===== src/rtl/gpio_pkg.sv =====
// Shared constants and helpers for the GPIO input conditioning path.
package gpio_pkg;

    // Default number of pins in the GPIO status bank.
    localparam int GPIO_BANK_WIDTH = 3;

    // Default number of cycles a new level must persist before acceptance.
    localparam int DEFAULT_DEBOUNCE_CYCLES = 4;

    // Stability counter width: max(1, clog2(n)); holds values up to n-1.
    function automatic int cnt_width(input int n);
        return (n <= 2) ? 1 : $clog2(n);
    endfunction

endpackage : gpio_pkg


===== src/rtl/gpio_debounce_bit.sv =====
// Single-pin conditioner: two-flop synchronizer, stability-counter debouncer,
// registered rise/fall pulses and a sticky, clearable event flag.
module gpio_debounce_bit
    import gpio_pkg::*;
#(
    parameter int   DEBOUNCE_CYCLES = DEFAULT_DEBOUNCE_CYCLES,
    parameter logic RESET_VALUE     = 1'b0
) (
    input  logic io_clock,
    input  logic io_resetn,
    input  logic pinIn,
    input  logic clear,
    output logic pinOut,
    output logic rise,
    output logic fall,
    output logic eventPending
);

    localparam int               CW       = cnt_width(DEBOUNCE_CYCLES);
    localparam logic [CW-1:0]    CNT_LAST = CW'(DEBOUNCE_CYCLES - 1);

    logic          sync1;
    logic          sync2;
    logic          stable;
    logic [CW-1:0] cnt;
    logic          differs;
    logic          accept;

    // Bring the asynchronous pad level into the clock domain.
    always_ff @(posedge io_clock or negedge io_resetn) begin
        if (!io_resetn) begin
            sync1 <= RESET_VALUE;
            sync2 <= RESET_VALUE;
        end else begin
            // NOTE: non-blocking assignments so sync2 takes the old sync1,
            // forming a real two-stage shift rather than a single flop.
            sync1 <= pinIn;
            sync2 <= sync1;
        end
    end

    // Decide whether the synchronized level has persisted long enough.
    always_comb begin
        differs = (sync2 != stable);
        accept  = differs && (cnt == CNT_LAST);
    end

    // Stability counter: restart on any agreement, latch new level on expiry.
    always_ff @(posedge io_clock or negedge io_resetn) begin
        if (!io_resetn) begin
            stable <= RESET_VALUE;
            cnt    <= '0;
        end else if (!differs) begin
            cnt    <= '0;
        end else if (accept) begin
            stable <= sync2;
            cnt    <= '0;
        end else begin
            cnt    <= cnt + CW'(1);
        end
    end

    // Edge pulses coincide with the new level appearing on pinOut.
    always_ff @(posedge io_clock or negedge io_resetn) begin
        if (!io_resetn) begin
            rise <= 1'b0;
            fall <= 1'b0;
        end else begin
            rise <= accept &  sync2;
            fall <= accept & ~sync2;
        end
    end

    // Sticky event flag; a same-cycle edge beats a clear.
    always_ff @(posedge io_clock or negedge io_resetn) begin
        if (!io_resetn) begin
            eventPending <= 1'b0;
        end else if (rise || fall) begin
            eventPending <= 1'b1;
        end else if (clear) begin
            eventPending <= 1'b0;
        end
    end

    assign pinOut = stable;

endmodule : gpio_debounce_bit


===== src/rtl/gpio_input_conditioner.sv =====
// GPIO status bank input conditioner: one independent debounce lane per pin,
// feeding the SoC pins_read input.
module gpio_input_conditioner
    import gpio_pkg::*;
#(
    parameter int               WIDTH           = GPIO_BANK_WIDTH,
    parameter int               DEBOUNCE_CYCLES = DEFAULT_DEBOUNCE_CYCLES,
    parameter logic [WIDTH-1:0] RESET_VALUE     = '0
) (
    input  logic             io_clock,
    input  logic             io_resetn,
    input  logic [WIDTH-1:0] pins_in,
    output logic [WIDTH-1:0] pins_out,
    output logic [WIDTH-1:0] rise,
    output logic [WIDTH-1:0] fall,
    output logic [WIDTH-1:0] event_pending,
    input  logic [WIDTH-1:0] event_clear
);

    // One lane per pin; the top only fans buses in and out.
    for (genvar i = 0; i < WIDTH; i++) begin : genPin
        gpio_debounce_bit #(
            .DEBOUNCE_CYCLES (DEBOUNCE_CYCLES),
            .RESET_VALUE     (RESET_VALUE[i])
        ) uBit (
            .io_clock     (io_clock),
            .io_resetn    (io_resetn),
            .pinIn        (pins_in[i]),
            .clear        (event_clear[i]),
            .pinOut       (pins_out[i]),
            .rise         (rise[i]),
            .fall         (fall[i]),
            .eventPending (event_pending[i])
        );
    end

endmodule : gpio_input_conditioner


===== config.mk =====
export PLATFORM = sky130hd
export DESIGN_NAME = gpio_input_conditioner
export DESIGN_NICKNAME = d
export VERILOG_FILES = /design/src/rtl/gpio_pkg.sv /design/src/rtl/gpio_debounce_bit.sv /design/src/rtl/gpio_input_conditioner.sv
export SDC_FILE = /design/constraint.sdc
export NUM_CORES = 1
export LEC_CHECK = 0
export CORE_UTILIZATION = 47
export DETAILED_ROUTE_END_ITERATION = 10
export GPL_TIMING_DRIVEN = 0
export PLACE_DENSITY = 0.75
export SETUP_SLACK_MARGIN = 0.05
export SLEW_MARGIN = 15
export SYNTH_ARGS = -nofsm -noshare
export SYNTH_HDL_FRONTEND = slang
export SYNTH_SLANG_ARGS = --single-unit

===== constraint.sdc =====
create_clock -name io_clock -period 1 [get_ports io_clock]
set_input_delay 0.2 -clock io_clock [delete_from_list [all_inputs] [get_ports io_clock]]
set_output_delay 0.2 -clock io_clock [all_outputs]
set_load 0.02 [all_outputs]

==> results.md, run 1 <==
* Status: finished, violations left
* Failing checks: negative setup slack
* Worst-case clock buffer depth at 2
* P_leak at 0.602 nW
* # diodes at 0
* Count of different cell masters after synthesis at 12
* Final worst setup slack at -0.169 ns
* Commonest cells after routing, fill and taps aside: 24 x dfrtp_1, 16 x buf_6, 8 x buf_4
* Clk slew on worst S/H paths at 0.12 ns
* WP buf/inv at 2
* Vias in the first global route at 487
* Detail Placement HPWL at 814 um
* Multi-input combinational cell area at 264 sq um
* Slowest CP cell: dfrtp_1
* Largest fanout on the critical path at 2
* Int Power at 2.14 mW
* Final net count at 108
* Routed Antenna Nets at 0
* CTS Buf Count at 3
* Relative slew margins at 35.7%
* First-pass GRT wire length at 1990 um
* Kind of critical path: register to primary output
* Fin. Hold Viols at 0
* Crit path top cell by count: buf_6
* DR iter-0 viols at 5
* Final Setup Violations at 14
* Port bufs at 19
* Tmin final at 1.17 ns
* WL per Instance at 10.9 um
* CTS tree: yes
* Commonest non-fill, non-tap cell in the layout: dfrtp_1
* Max Slew Vio Count at 0
* PD cells at 2420 nW/um^2
* Logic pwr share at 40.8%
* Reg power frac at 43.2%
* Htree depth at 1
* Net Sw Frac at 30.2%
* Clk sinks at 24
* Metal2 WL at 651 um
* Final wirelength at 1320 um
* Largest net degree at the start of global routing at 25
* Seq/Total Area, Yosys at 66.6%
* Die area at 2100 sq um
* Worst IR Drop VDD at 1.63 mV
* Max Fclk at 855 MHz
* Via count at 540
* Worst endpoint required time at 0.80 ns
* Layout Cells excl Fill at 121
* Tot GR Track Use at 14.7%
* Layout cells sized above 1 at 39.6%
* Core Footprint at 1760 sq um
* Clock latency on the worst-skew pair at 0.31 ns
* Cell count after synthesis at 73
* Worst-Margin Slew at 0.965 ns
* Sequential Area at 601 sq um
* Power Total at 3.07 mW
* Crit path launch type: register
* Yosys warns at 0
* Met1 Routed Length at 574 um
* Synthesized cell area at 902 sq um
* MaxCap Viol Count at 0
* Critical path, cell by cell: buf_6 > buf_6
* Synthesis-stage register bit count at 24
* Num rows at 15
* Global route overflow at 0
* Post-Place Setup Slack at -0.451 ns
* Clock power frac at 16.1%
* Initial antenna violation count at 0
* Initial core utilization at 51.1%
* Delay-heaviest family, CP: flip-flops
* Placed Instances at 117
* HP Class: input pin to asynchronous set/reset pin
* Syn-to-layout area delta at 40.2%
* Vias per Instance at 4.46
* Synthesized area per cell at 12.4 sq um
* Chip Height at 45.8 um
* Switching power total at 0.927 mW
* Max stage delay on crit path at 0.42 ns
* Io pins at 20
* Unrepaired setup endpoints after global routing: true
* Remaining DRCs at 0
* Detail Route met3 WL at 61 um
* Flop-to-flop setup slack at -0.10 ns
* Highest layer used for signal routing: met4
* Endpoint arrival time on the critical path at 0.97 ns
* Final period utilization at 117%
* GPL Wtd Cong at 0.679
* Syn nets at 84
* Setup crit end kind: primary output
* Die Width at 45.8 um
* Fill count at 136
* Setup Skew at 0.00258 ns
* Clk root buf: clkbuf_4
* Setup TNS at -1.06 ns
* DR pass1 iterations at 4
[state kept, by name (all words and copies together) (netlist names)]
name                      cells
genPin.uBit.cnt               6
genPin.uBit.eventPending      3
genPin.uBit.fall              3
genPin.uBit.pinOut            3
genPin.uBit.rise              3
genPin.uBit.sync1             3
genPin.uBit.sync2             3
[repair_timing]
| item | CTS | global route |
|---|---|---|
| resized for setup | 77 | 13 |
| setup buffers | 5 | 4 |
| endpoints found under the hold margin | 0 | 0 |
| hold buffers | 0 | 0 |
| pin swaps | 0 | 1 |
| setup endpoints to repair | 36 | 45 |
[layout make-up]
cell class                      count  share of cell area, %
Multi-Input combinational cell     31                   20.9
Tap cell                           25                   2.47
Inverter                            6                   1.78
Buffer                              3                   2.67
Sequential cell                    24                   47.5
Clock buffer                        4                   2.87
Timing Repair Buffer               28                   21.9
[stage by stage]
step / utilization, % / cell area, sq um / hold slack [ns]
floorplan: - / 902 / -0.0956
global placement: 63.7 / 1120 / 0.332
detailed placement: 63.7 / 1120 / 0.336
CTS: 65.9 / 1160 / 0.174
global route: 71.7 / 1260 / 0.193
finish: 71.7 / 1260 / 0.107
[power by group through the flow]
stage | Clock, mW | Sequential (mW) | Combinational, mW
finish | 0.492 | 1.32 | 1.25
global route | 0.560 | 1.35 | 1.37
CTS | 0.508 | 1.30 | 0.999
detailed placement | 0 | 1.33 | 0.842
global placement | 0 | 1.32 | 0.814
floorplan | 0 | 1.31 | 0.557
[worst paths after layout]
| path | startpoint | end | cells past startpoint |
|---|---|---|---|
| setup / recovery | genPin[2].uBit.pinOut | pins_out[2] | 2 |
| hold / removal | io_resetn | genPin[1].uBit.cnt[0] | 1 |
| min in group io_clock | pins_in[2] | genPin[2].uBit.sync1 | 1 |
| max in group asynchronous | io_resetn | genPin[0].uBit.eventPending | 1 |
| hold reg to reg | genPin[1].uBit.sync1 | genPin[1].uBit.sync2 | 0 |
| setup reg to reg | genPin[2].uBit.pinOut | genPin[2].uBit.cnt[0] | 4 |
[Yosys cell counts]
cell type  instances  area share [%]
nor3b_1            2             1.7
buf_4             12              10
inv_1              6             2.5
nor3_2             1             1.1
nor2_1             7             2.9
dfrtp_1           24              67
nor3_1             2             1.1
nand2_1            4             1.7
xnor2_1            3             2.9
ha_1               3             4.2
o21ai_0            6             3.3
nor2b_1            3             2.1
[cell families after synthesis]
family | Yosys count | synth area share, %
simple gates | 19 | 10.5
xor+xnor | 3 | 2.91
flops | 24 | 66.6
compound gates | 6 | 3.33
buf+inv | 18 | 12.5
fa+ha+maj | 3 | 4.16
[metal layers]
metal / vias up / GRT usage [%]
met3: 5 / 7.14
met2: 15 / 22.9
li1: 263 / -
met5: - / 0
met4: 0 / 8.82
met1: 257 / 16.2
No activity file was read; power rests on OpenSTA's default activity.
==> run 2, diff against run 1 <==
Settings changed: CORE_UTILIZATION 47 to 46, SYNTH_HIERARCHICAL set to 1.
==> results.md, run 2 <==
* Slowest CP cell: dfrtp_1
* Post-DP Area at 1040 sq um
* Clk sinks at 24
* Count of different cell masters after synthesis at 10
* P_leak at 0.574 nW
* Endpoint arrival time on the critical path at 0.85 ns
* Relative slew margins at 35.8%
* Post-Place Setup Slack at -0.464 ns
* Vias in the first global route at 466
* Delay-heaviest family, CP: flip-flops
* Clk slew on worst S/H paths at 0.11 ns
* Vias per Instance at 4.59
* GPL Wtd Cong at 0.646
* Power Total at 2.85 mW
* Met1 Use GR at 17.3%
* DR iter-0 viols at 4
* Layout cells sized above 1 at 36.7%
* Final Setup Violations at 12
* Final period utilization at 105%
* Status: finished, violations left
* Max Fclk at 951 MHz
* WP depth at 1
* Worst endpoint required time at 0.80 ns
* Yosys warns at 6
* Largest fanout on the critical path at 2
* Io pins at 20
* Main synth FF type: dfrtp_1
* WL per Instance at 11.6 um
* Chip Height at 44.3 um
* Final Util at 76.5%
* Syn nets at 71
* Port bufs at 19
* Setup Skew at 0.00167 ns
* FF-to-FF path depth at 2
* Num rows at 14
* Fin. Hold Viols at 0
* Crit path launch type: register
* MaxCap Viol Count at 0
* HP Class: input pin to asynchronous set/reset pin
* Capture point of the worst path: fall[0]
* Core Footprint at 1590 sq um
* Worst IR Drop VDD at 1.48 mV
* Syn-to-layout area delta at 48.2%
* Die area at 1960 sq um
* Via count at 523
* Worst r2r src: genPin[1].uBit/cnt[0]
* Cell count after synthesis at 60
* Final worst setup slack at -0.0518 ns
* Synthesized cell area at 822 sq um
* Htree depth at 1
* Routed Antenna Nets at 0
* # diodes at 0
* Post-synth top area share at 73.1%
* PD cells at 2340 nW/um^2
* GRT met2 Usage at 21.8%
* Tot GR Track Use at 14.0%
* Seq/Total Area, Yosys at 73.1%
* Largest net degree at the start of global routing at 25
* Failing checks: negative setup slack
* CTS tree: yes
* GR peak layer: met2
* Flop-to-flop setup slack at 0.08 ns
* Synthesized area per cell at 13.7 sq um
* Commonest non-fill, non-tap cell in the layout: dfrtp_1
* Worst-case clock buffer depth at 2
* Global route overflow at 0
* Clk root buf: clkbuf_4
* Post-synth top area cell: dfrtp_1
* Most frequent cell after synthesis: dfrtp_1
* Commonest cells in the netlist: 24 x dfrtp_1, 6 x inv_1, 6 x nor2_1, 6 x o21ai_0
* Unrepaired setup endpoints after global routing: true
* DR pass1 iterations at 4
* First-pass GRT wire length at 1870 um
* Final non-filler cell area at 1220 sq um
* Max Slew Vio Count at 0
* Commonest cells after routing, fill and taps aside: 24 x dfrtp_1, 12 x buf_6, 8 x buf_4
* Crit path from: genPin[0].uBit/fall
* RR Endpoint: genPin[1].uBit/cnt[1]
* Max stage delay on crit path at 0.42 ns
* GR Layer Usage met3 at 2.45%
* Critical path, cell by cell: buf_6
* Main area contributors after synthesis: dfrtp_1 73%, ha_1 4.6%, nor3_2 3.7%
* Initial core utilization at 51.6%
* Post-synth ARST share at 100%
* Clock latency on the worst-skew pair at 0.30 ns
* Synthesis-stage register bit count at 24
* Final wirelength at 1320 um
* Setup crit end kind: primary output
* Max reg flops at 6
* Final net count at 103
* Hold Buf Count CTS at 0
* Detail Placement HPWL at 808 um
* Fill count at 97
* Tmin final at 1.05 ns
* Initial antenna violation count at 0
* Post-synth EDFFs at 0
* CTS Buf Count at 3
* WP buf/inv at 1
* Kind of critical path: register to primary output
* Worst-Margin Slew at 0.964 ns
* Remaining DRCs at 0
* Die Width at 44.3 um
* Largest Register: genPin.uBit/cnt
[run 2: cell type report]
cell class | instances | area (sq um) | share of cell area [%]
Sequential cell | 24 | 601 | 49.3
Multi-Input combinational cell | 30 | 278 | 22.8
Timing Repair Buffer | 27 | 265 | 21.8
Tap cell | 24 | 30.0 | 2.46
Clock buffer | 3 | 22.5 | 1.85
Inverter | 6 | 22.5 | 1.85
[run 2: power breakdown]
part           switching [mW]  internal [mW]  total [mW]
combinational           0.504          0.634        1.14
sequential              0.148           1.18        1.33
clock                   0.249          0.140       0.390
[run 2: worst min-delay path by stage]
stage | startpoint | endpoint | cells past startpoint
2_1_floorplan | io_resetn | genPin[0].uBit/cnt[0] | 0
3_3_place_gp | genPin[1].uBit/sync1 | genPin[1].uBit/sync2 | 0
3_5_place_dp | genPin[2].uBit/sync1 | genPin[2].uBit/sync2 | 0
4_1_cts | io_resetn | genPin[0].uBit/eventPending | 1
5_1_grt | io_resetn | genPin[0].uBit/eventPending | 1
6_report | io_resetn | genPin[0].uBit/eventPending | 1
[run 2: what timing repair did]
action / 4_1_cts / 5_1_grt
resized for setup: 76 / 10
endpoints found under the setup margin: 39 / 29
setup buffers: 5 / 3
pin swaps: 0 / 4
endpoints found under the hold margin: 0 / 0
[run 2: cell families after synthesis]
kind of cell / after synthesis / synth area share (%)
DFF: 24 / 73.1
and+or+nand+nor: 18 / 12.8
AOI/OAI and AO/OA: 6 / 3.65
buffers and inverters: 6 / 2.74
xor gates and xnor gates: 3 / 3.20
adders and majority gates: 3 / 4.57
[run 2: metal layers]
layer | share of wire, % | up-vias | routed length [um]
met5 | 0 | - | 0
met4 | 0.76 | 0 | 10
met3 | 3.8 | 2 | 50
met2 | 50 | 20 | 657
met1 | 46 | 250 | 602
li1 | - | 251 | -
[run 2: through the flow]
stage,cells,setup TNS [ns],hold slack [ns]
2_1_floorplan,60,0,-0.0956
3_3_place_gp,103,-12.14,0.332
3_5_place_dp,103,-12.83,0.335
4_1_cts,111,-0.667,0.195
5_1_grt,114,-0.916,0.207
6_report,114,-0.502,0.123
==> run 3, diff against run 2 <==
Settings changed: HOLD_SLACK_MARGIN set to 0.06.
==> results of run 3 <==
No change in the layout: final DEF, timing and power equal those of run 2.
